**src/rtl/if_prefetch_if.sv**
```systemverilog
// Fetch-side bus bundle for if_prefetch: imem request/response,
// redirect input and decode-facing instruction handshake.
interface if_prefetch_if #(
    parameter int XLEN = 32
);
    logic            imem_req_valid;
    logic [XLEN-1:0] imem_req_addr;
    logic            imem_req_ready;
    logic            imem_rsp_valid;
    logic [XLEN-1:0] imem_rsp_data;
    logic            redirect_valid;
    logic [XLEN-1:0] redirect_target;
    logic            inst_valid;
    logic [XLEN-1:0] inst;
    logic [XLEN-1:0] inst_pc;
    logic            inst_ready;

    modport master (
        output imem_req_valid,
        output imem_req_addr,
        input  imem_req_ready,
        input  imem_rsp_valid,
        input  imem_rsp_data,
        input  redirect_valid,
        input  redirect_target,
        output inst_valid,
        output inst,
        output inst_pc,
        input  inst_ready
    );

    modport slave (
        input  imem_req_valid,
        input  imem_req_addr,
        output imem_req_ready,
        output imem_rsp_valid,
        output imem_rsp_data,
        output redirect_valid,
        output redirect_target,
        input  inst_valid,
        input  inst,
        input  inst_pc,
        output inst_ready
    );
endinterface

```
**src/rtl/if_prefetch.sv**
```systemverilog
// Instruction prefetcher: in-order imem fetch into a DEPTH-entry buffer,
// with redirect flush and drop counting of stale in-flight responses.
module if_prefetch #(
    parameter int              XLEN     = 32,
    parameter int              DEPTH    = 4,
    parameter logic [XLEN-1:0] RESET_PC = XLEN'(32'h0000_0000)
) (
    input logic           clk,
    input logic           rst_n,
    if_prefetch_if.master bus
);
    localparam int PW = $clog2(DEPTH);
    localparam int CW = PW + 1;

    typedef logic [XLEN-1:0] word_t;

    word_t         fetch_pc_q, fetch_pc_d;
    logic          run_q;
    logic [CW-1:0] out_cnt_q, out_cnt_d;
    logic [CW-1:0] drop_cnt_q, drop_cnt_d;
    logic [CW-1:0] cnt_q, cnt_d;
    logic [PW-1:0] wr_ptr_q, wr_ptr_d;
    logic [PW-1:0] rd_ptr_q, rd_ptr_d;
    logic [PW-1:0] pq_wr_q, pq_wr_d;
    logic [PW-1:0] pq_rd_q, pq_rd_d;

    word_t fifo_data_q [DEPTH];
    word_t fifo_pc_q   [DEPTH];
    word_t pcq_q       [DEPTH];

    logic          redir;
    logic [CW:0]   used;
    logic          req_valid;
    logic          acc;
    logic          rsp_hit;
    logic          push;
    logic          inst_valid;
    logic          pop;

    always_comb begin
        redir      = bus.redirect_valid;
        used       = {1'b0, out_cnt_q} + {1'b0, cnt_q};
        // Only request when every outstanding response has a free slot.
        req_valid  = rst_n & run_q & ~redir & (used < (CW+1)'(DEPTH));
        acc        = req_valid & bus.imem_req_ready;
        rsp_hit    = bus.imem_rsp_valid & (out_cnt_q != '0);
        push       = rsp_hit & ~redir & (drop_cnt_q == '0);
        inst_valid = rst_n & (cnt_q != '0);
        pop        = inst_valid & bus.inst_ready & ~redir;

        out_cnt_d  = out_cnt_q + CW'(acc) - CW'(rsp_hit);

        drop_cnt_d = drop_cnt_q;
        if (redir) begin
            drop_cnt_d = out_cnt_d;
        end else if (rsp_hit && drop_cnt_q != '0) begin
            drop_cnt_d = drop_cnt_q - CW'(1);
        end

        fetch_pc_d = fetch_pc_q;
        if (redir) begin
            fetch_pc_d = bus.redirect_target & ~word_t'(3);
        end else if (acc) begin
            fetch_pc_d = fetch_pc_q + word_t'(4);
        end

        cnt_d    = cnt_q + CW'(push) - CW'(pop);
        wr_ptr_d = wr_ptr_q + PW'(push);
        rd_ptr_d = rd_ptr_q + PW'(pop);
        if (redir) begin
            cnt_d    = '0;
            wr_ptr_d = '0;
            rd_ptr_d = '0;
        end

        // Outstanding-PC queue tracks every request, dropped or not.
        pq_wr_d = pq_wr_q + PW'(acc);
        pq_rd_d = pq_rd_q + PW'(rsp_hit);
    end

    always_ff @(posedge clk) begin
        if (!rst_n) begin
            fetch_pc_q <= RESET_PC;
            run_q      <= 1'b0;
            out_cnt_q  <= '0;
            drop_cnt_q <= '0;
            cnt_q      <= '0;
            wr_ptr_q   <= '0;
            rd_ptr_q   <= '0;
            pq_wr_q    <= '0;
            pq_rd_q    <= '0;
        end else begin
            fetch_pc_q <= fetch_pc_d;
            run_q      <= 1'b1;
            out_cnt_q  <= out_cnt_d;
            drop_cnt_q <= drop_cnt_d;
            cnt_q      <= cnt_d;
            wr_ptr_q   <= wr_ptr_d;
            rd_ptr_q   <= rd_ptr_d;
            pq_wr_q    <= pq_wr_d;
            pq_rd_q    <= pq_rd_d;
        end
    end

    always_ff @(posedge clk) begin
        if (acc) begin
            pcq_q[pq_wr_q] <= fetch_pc_q;
        end
        if (push) begin
            fifo_data_q[wr_ptr_q] <= bus.imem_rsp_data;
            fifo_pc_q[wr_ptr_q]   <= pcq_q[pq_rd_q];
        end
    end

    assign bus.imem_req_valid = req_valid;
    assign bus.imem_req_addr  = fetch_pc_q;
    assign bus.inst_valid     = inst_valid;
    assign bus.inst           = fifo_data_q[rd_ptr_q];
    assign bus.inst_pc        = fifo_pc_q[rd_ptr_q];

endmodule

```
**src/flat_wrapper.sv**
```systemverilog
// flat-port wrapper written by rule: the top's interface ports become plain ports
module if_prefetch_flat 
#(
    parameter int              XLEN     = 32,
    parameter int              DEPTH    = 4,
    parameter logic [XLEN-1:0] RESET_PC = XLEN'(32'h0000_0000)
)
  (clk, rst_n, bus_imem_req_valid, bus_imem_req_addr, bus_imem_req_ready, bus_imem_rsp_valid, bus_imem_rsp_data, bus_redirect_valid, bus_redirect_target, bus_inst_valid, bus_inst, bus_inst_pc, bus_inst_ready);
  if_prefetch_if #(.XLEN(XLEN)) bus_i ();
  input logic clk;
  input logic rst_n;
  output wire logic [$bits(bus_i.imem_req_valid)-1:0] bus_imem_req_valid;
  output wire logic [$bits(bus_i.imem_req_addr)-1:0] bus_imem_req_addr;
  input wire logic [$bits(bus_i.imem_req_ready)-1:0] bus_imem_req_ready;
  input wire logic [$bits(bus_i.imem_rsp_valid)-1:0] bus_imem_rsp_valid;
  input wire logic [$bits(bus_i.imem_rsp_data)-1:0] bus_imem_rsp_data;
  input wire logic [$bits(bus_i.redirect_valid)-1:0] bus_redirect_valid;
  input wire logic [$bits(bus_i.redirect_target)-1:0] bus_redirect_target;
  output wire logic [$bits(bus_i.inst_valid)-1:0] bus_inst_valid;
  output wire logic [$bits(bus_i.inst)-1:0] bus_inst;
  output wire logic [$bits(bus_i.inst_pc)-1:0] bus_inst_pc;
  input wire logic [$bits(bus_i.inst_ready)-1:0] bus_inst_ready;
  assign bus_imem_req_valid = bus_i.imem_req_valid;
  assign bus_imem_req_addr = bus_i.imem_req_addr;
  assign bus_i.imem_req_ready = bus_imem_req_ready;
  assign bus_i.imem_rsp_valid = bus_imem_rsp_valid;
  assign bus_i.imem_rsp_data = bus_imem_rsp_data;
  assign bus_i.redirect_valid = bus_redirect_valid;
  assign bus_i.redirect_target = bus_redirect_target;
  assign bus_inst_valid = bus_i.inst_valid;
  assign bus_inst = bus_i.inst;
  assign bus_inst_pc = bus_i.inst_pc;
  assign bus_i.inst_ready = bus_inst_ready;
  if_prefetch #(.XLEN(XLEN), .DEPTH(DEPTH), .RESET_PC(RESET_PC)) u_core (.clk(clk), .rst_n(rst_n), .bus(bus_i));
endmodule
```
**config.mk**
```make
export PLATFORM = sky130hd
export DESIGN_NAME = if_prefetch_flat
export DESIGN_NICKNAME = d
export VERILOG_FILES = /design/src/rtl/if_prefetch_if.sv /design/src/rtl/if_prefetch.sv /design/src/flat_wrapper.sv
export SDC_FILE = /design/constraint.sdc
export NUM_CORES = 1
export LEC_CHECK = 0
export CORE_MARGIN = 4
export CORE_UTILIZATION = 51
export CTS_CLUSTER_DIAMETER = 100
export DETAILED_ROUTE_END_ITERATION = 8
export PLACE_DENSITY = 0.85
export SYNTH_ARGS = -nofsm -noshare
export SYNTH_HDL_FRONTEND = slang
export SYNTH_SLANG_ARGS = --single-unit
```
**constraint.sdc**
```tcl
create_clock -name clk -period 7.2 [get_ports clk]
set_clock_uncertainty 0.15 [all_clocks]
set_input_delay 1.44 -clock clk [delete_from_list [all_inputs] [get_ports clk]]
set_output_delay 1.44 -clock clk [all_outputs]
set_load 0.05 [all_outputs]
```
**Yosys cells after proc, flatten, opt, wreduce, memory -nomap -nowiden**

Memory sizes are Yosys's and may differ from the RTL's. A register that Yosys moved wholly into a read port is not among the register bits.
Index checks and enable logic that the tools add are counted.

- Bitwise operators: 12
- Div/mod/pow operators: 0
- Order comparisons: 1
- Eq/ne operators: 0
- Reduce and logical (&&, ||, !) cells: 8
- Multiply operators: 0
- Shifts and indexed selects: 0
- $add $sub $neg: 11
- Muxes and demuxes: 12

Operator list:

| cell | number |
|---|---|
| 32-bit 2-to-1 mux | 2 |
| 32-bit by 3-bit adder with 32-bit output (second input constant) | 1 |
| 1-bit AND | 10 |
| 3-bit nonzero test | 3 |
| 2-bit by 1-bit adder with 2-bit output | 4 |
| 3-bit by 1-bit adder with 3-bit output | 2 |
| 2-bit 2-to-1 mux | 3 |
| 3-bit 2-to-1 mux | 2 |
| 3-bit by 1-bit subtractor with 3-bit output | 2 |
| 1-bit 2-to-1 mux | 5 |
| 3-bit by 3-bit adder with 4-bit output | 1 |
| 4-bit by 3-bit < comparator with 1-bit output (second input constant) | 1 |
| 2-bit nonzero test | 2 |
| 3-bit logical NOT | 1 |
| 3-bit by 1-bit subtractor with 3-bit output (second input constant) | 1 |
| 1-bit NOT | 2 |
| 2-bit OR reduction | 1 |
| 1-bit logical AND | 1 |

- Register bits: 50
- Memory bits (read-only): 0
- Bits in latches: 0
- Logic and storage cells: 57
- Bits in writable memories: 384
- Memories kept: 3
- Input bits: 70

Memories:

| name | depth | width | read ports | clocked after Yosys merged registers in | wr ports | RTL line | RTL |
|---|---|---|---|---|---|---|---|
| u_core.fifo_data_q | 4 | 32 | 1 | 1 | 1 | if_prefetch.sv:27 | `word_t fifo_data_q [DEPTH];` |
| u_core.fifo_pc_q | 4 | 32 | 1 | 1 | 1 | if_prefetch.sv:28 | `word_t fifo_pc_q [DEPTH];` |
| u_core.pcq_q | 4 | 32 | 1 | 1 | 1 | if_prefetch.sv:29 | `word_t pcq_q [DEPTH];` |

**Longest topological paths before layout**

- Depth after elaboration: 7
- Depth in mapped cells: 13
- Mapped depth without buffers: 12

**Worst setup path before layout**

No wires, ideal clock.

- Path kind: input -> register
- Start: in bus_imem_rsp_valid
- End: mem u_core.fifo_data_q[0][0] in the netlist's numbering (enable)
- Path buffers: 0
- Slack: -151 ps
- Arrival time: 6630 ps
- Setup time: 572 ps
- Data required time: 6478 ps
- Stages: 3
- Cells stage by stage: o31a_1 nor3b_1 nor3b_1

- Cells in the longest elaborated chain, start to end: 5

Ends and longest elaborated chain:

| item | RTL line | RTL |
|---|---|---|
| start, declared | flat_wrapper.sv:15 | `input wire logic [$bits(bus_i.imem_rsp_valid)-1:0] bus_imem_rsp_valid;` |
| 1-bit AND | if_prefetch.sv:46 | `rsp_hit = bus.imem_rsp_valid & (out_cnt_q != '0);` |
| 1-bit AND (2 in series) | if_prefetch.sv:47 | `push = rsp_hit & ~redir & (drop_cnt_q == '0);` |
| 1-bit 2-to-1 mux | if_prefetch.sv:109 | `if (push) begin` |
| 1-bit 2-to-1 mux (not written as such) | if_prefetch.sv:110 | `fifo_data_q[wr_ptr_q] <= bus.imem_rsp_data;` |
| end, declared | if_prefetch.sv:27 |  |

Every way passes these cells.

**Worst setup path after layout**

- Start: in rst_n
- End: out bus_imem_req_valid

- Cells in the longest elaborated chain, start to end: 3

Ends and longest elaborated chain:

| item | RTL line | RTL |
|---|---|---|
| start, declared | flat_wrapper.sv:11 | `input logic rst_n;` |
| 1-bit AND (3 in series) | if_prefetch.sv:44 | `req_valid = rst_n & run_q & ~redir & (used < (CW+1)'(DEPTH));` |
| end, declared | flat_wrapper.sv:12 | `output wire logic [$bits(bus_i.imem_req_valid)-1:0] bus_imem_req_valid;` |

Every way passes these cells.

==> metrics.log <==
[metrics] number of placed I/O pins: 168
[metrics] clk sink count: 416
[metrics] #FFs+latches synth: 416
[metrics] post-synth cell types: 56
[metrics] number of antenna violations at the first check in global routing: 0
[metrics] accumulated negative setup slack: 0 ns
[metrics] Crit Path Category: input port to output pin
[metrics] outcome: finished, final reports clean
[metrics] final core utilization: between 60% and 70%
[metrics] vias in the first global route: 8800
[metrics] clock transition at the register clock pins on the worst setup and hold paths after CTS: 0.06 ns
[metrics] worst supply voltage drop on vdd: 0.000144 V
[metrics] pin count of the biggest net entering global routing: 63
[metrics] Worst Setup Start Kind: input port
[metrics] floorplan core area: 0.0307 sq mm
[metrics] wire length of the first global-routing pass: around 50000 um
[metrics] maximum capacitance violations: 0
[metrics] Die ar.: 0.0342 sq mm
[metrics] ratio of routed vias to standard cells: 5.91
[metrics] Worst Path Required: about 5.6 ns
[metrics] fraction of final layout cells with drive strength greater than 1: 17.4%
[metrics] Leakage Power: 0.00610 uW
[metrics] total power of the final layout: around 5700 uW
[metrics] setup fix buffers added after clock tree synthesis: 0
[metrics] count of H-tree levels built during CTS: 2
[metrics] global router's overall resource usage: a little under a fifth
[metrics] Clk Tree Root Cell: clkbuf_16
[metrics] sequential area share after synthesis: about three quarters
[metrics] power density over cell area: 297 mW/mm^2
[metrics] total half-perimeter wirelength after legalization and detailed placement: 18700 um
[metrics] Max-Slew Margin vs Limit: 35.5%
[metrics] total count of hold-check failures in the final report: 0
[metrics] Worst-Margin Slew: 0.967 ns
[metrics] detailed-route via count: 8400
[metrics] number of clock buffers inserted by TritonCTS: 41
[metrics] fin nets: 1082
[metrics] Die Height: 185 um
[metrics] Crit path arrival time: 3.88 ns
[metrics] final critical-path required period: 5.47 ns
[metrics] Critical Path Sink Type: output pin
[metrics] Main synth FF type: edfxtp_1
[metrics] synthesized area per cell: 19.5 sq um
[metrics] number of nets still failing antenna checks after routing: 0
[metrics] kind of path behind the tightest hold check: flop to flop
[metrics] number of optimization iterations in the first detailed-route pass: 5
[metrics] leftover overflow at the end of global routing: 0
[metrics] # resized after CTS: 0
[metrics] fraction of the cycle the final worst path needs: 75.9%
[metrics] average wire per standard cell: 22.5 um
[metrics] signed area change from the synthesized netlist to the final layout: 21.0%
[metrics] Hold Buf Count CTS: 0
[metrics] final setup fails: 0
[metrics] Synth async-reset ratio: 0%
[metrics] initial standard-cell utilization of the core: roughly half
[metrics] initial DRC count: 610
[metrics] mapped cell area: 0.0160 sq mm
[metrics] DRC viols: 0
[metrics] CTS tree: built
[metrics] unrepaired setup endpoints after global routing: false
[metrics] YS warnings: 0
[metrics] count of inserted antenna diode cells: 0
[metrics] top fanout value on the critical path: 15
[metrics] sum of routed wire length over all layers: between 30000 and 40000 um
[metrics] Post-Synthesis Cells: 820
[metrics] number of rows in the core area: 64
[metrics] final count of pins violating max slew: 0
[metrics] maximum clock insertion buffer count: 3
[metrics] gpl congestion: 0.832
[metrics] latest clock arrival within the worst-skew pair: 0.53 ns
[metrics] maximum achievable frequency: 183 MHz
[metrics] Port Buffers: 161
[metrics] horizontal die dimension: 185 um
[metrics] count of flip-flops with a built-in enable after synthesis: 368
[where the power goes]
| part | switching [uW] | total [uW] | internal (uW) |
|---|---|---|---|
| Clock | 848 | 2030 | 1190 |
| Sequential | 88.1 | 2880 | 2790 |
| Combinational | 483 | 826 | 342 |
| Total | 1420 | 5740 | 4320 |
[metrics by stage]
stage                     cell area (sq um)  worst slack (ns)  hold slack, ns  std cells
after global placement                18000              1.83           0.394       1350
after detailed placement              18000              1.83           0.425       1350
after global routing                  19300              1.64           0.457       1422
final                                 19300              1.73           0.436       1422
after floorplan                       16000              1.87           0.374        823
after CTS                             19300              1.79           0.438       1422
[worst max-delay path, stage by stage]
cell and delay [ns]:
clkdlybuf4s50_1 0.85, nor2b_1 0.49, and3_1 0.27, clkdlybuf4s50_1 0.82
[final cells by class]
cell class / instances / area (sq um)
Clock buffer: 50 / 1090
Clock inverter: 22 / 194
Fill cell: 2097 / 11400
Inverter: 14 / 52.6
Multi-Input combinational cell: 350 / 3760
Sequential cell: 416 / 12000
Tap cell: 396 / 495
Timing Repair Buffer: 174 / 1710
[layout by cell type, fill, tap and decap left out, types with 9 or more instances in the layout]
| cell type | n |
|---|---|
| a21oi_1 | 32 |
| a31oi_1 | 10 |
| and2_1 | 10 |
| buf_4 | 13 |
| clkbuf_16 | 42 |
| clkdlybuf4s50_1 | 161 |
| dfxtp_1 | 44 |
| edfxtp_1 | 368 |
| ha_1 | 13 |
| inv_1 | 14 |
| mux4_2 | 92 |
| nand2_1 | 32 |
| nand3_1 | 13 |
| nand4_1 | 9 |
| nor2_1 | 24 |
| nor4_1 | 9 |
| o21ai_0 | 15 |
| xnor2_1 | 9 |
[cells in the mapped netlist (2+ instances only)]
library cell | n | area share [%]
edfxtp_1 | 368 | 69
mux4_2 | 92 | 13
dfxtp_1 | 48 | 6.0
a21oi_1 | 32 | 1.0
nand2_1 | 32 | 0.75
nor2_1 | 26 | 0.61
clkbuf_1 | 20 | 0.47
o21ai_0 | 15 | 0.47
inv_1 | 14 | 0.33
ha_1 | 13 | 1.0
nand3_1 | 13 | 0.41
buf_1 | 12 | 0.28
a31oi_1 | 10 | 0.39
and2_1 | 10 | 0.39
nand4_1 | 9 | 0.35
nor4_1 | 9 | 0.35
xnor2_1 | 9 | 0.49
and3_1 | 7 | 0.27
nor3_1 | 7 | 0.22
xor2_1 | 7 | 0.38
and4_1 | 5 | 0.27
buf_4 | 5 | 0.24
o211ai_1 | 5 | 0.24
buf_2 | 4 | 0.13
nor3b_1 | 4 | 0.19
a22oi_1 | 3 | 0.14
o311ai_0 | 3 | 0.16
or3_1 | 3 | 0.12
or4_1 | 3 | 0.14
a211oi_1 | 2 | 0.094
a32oi_1 | 2 | 0.11
fa_1 | 2 | 0.25
nand4b_1 | 2 | 0.11
o21a_1 | 2 | 0.094
[state kept, by name (all words and copies together), names as in the netlist]
signal / cells
u_core.bus.imem_req_addr: 30
u_core.cnt_q: 3
u_core.drop_cnt_q: 3
u_core.fifo_data_q: 128
u_core.fifo_pc_q: 120
u_core.out_cnt_q: 3
u_core.pcq_q: 120
u_core.pq_rd_q: 2
u_core.pq_wr_q: 2
u_core.rd_ptr_q: 2
u_core.run_q: 1
u_core.wr_ptr_q: 2
[path summary, 6_finish.rpt]
check                                             startpoint                   endpoint  slack, ns  depth (start not counted)
worst min register to register  u_core.bus.imem_req_addr[29]        u_core.pcq_q[2][29]       0.44                          0
worst max register to register           u_core.out_cnt_q[1]  u_core.fifo_data_q[2][30]       3.96                          4
worst min-delay path            u_core.bus.imem_req_addr[29]        u_core.pcq_q[2][29]       0.44                          0
worst max-delay path                                   rst_n         bus_imem_req_valid       1.73                          4
[metal layers]
metal / part of all wire (%) / up-vias / GRT usage [%]
met5: 0 / - / 0
met4: 2.0 / 0 / 4.70
met3: 7.3 / 50 / 3.32
met2: 49 / 389 / 31.3
met1: 42 / 4262 / 26.6
li1: - / 3699 / -
[cell families after synthesis]
family                     count (synthesis)  synth area share, %
other                                      1               0.0235
and+or+nand+nor                          139                 4.81
muxes                                     93                 13.0
xor gates and xnor gates                  16                0.878
buffers and inverters                     57                 1.54
AOI/OAI and AO/OA                         83                 3.21
DFF                                      416                 75.2
adders and majority gates                 15                 1.27
(Power assumes the default switching activity.)
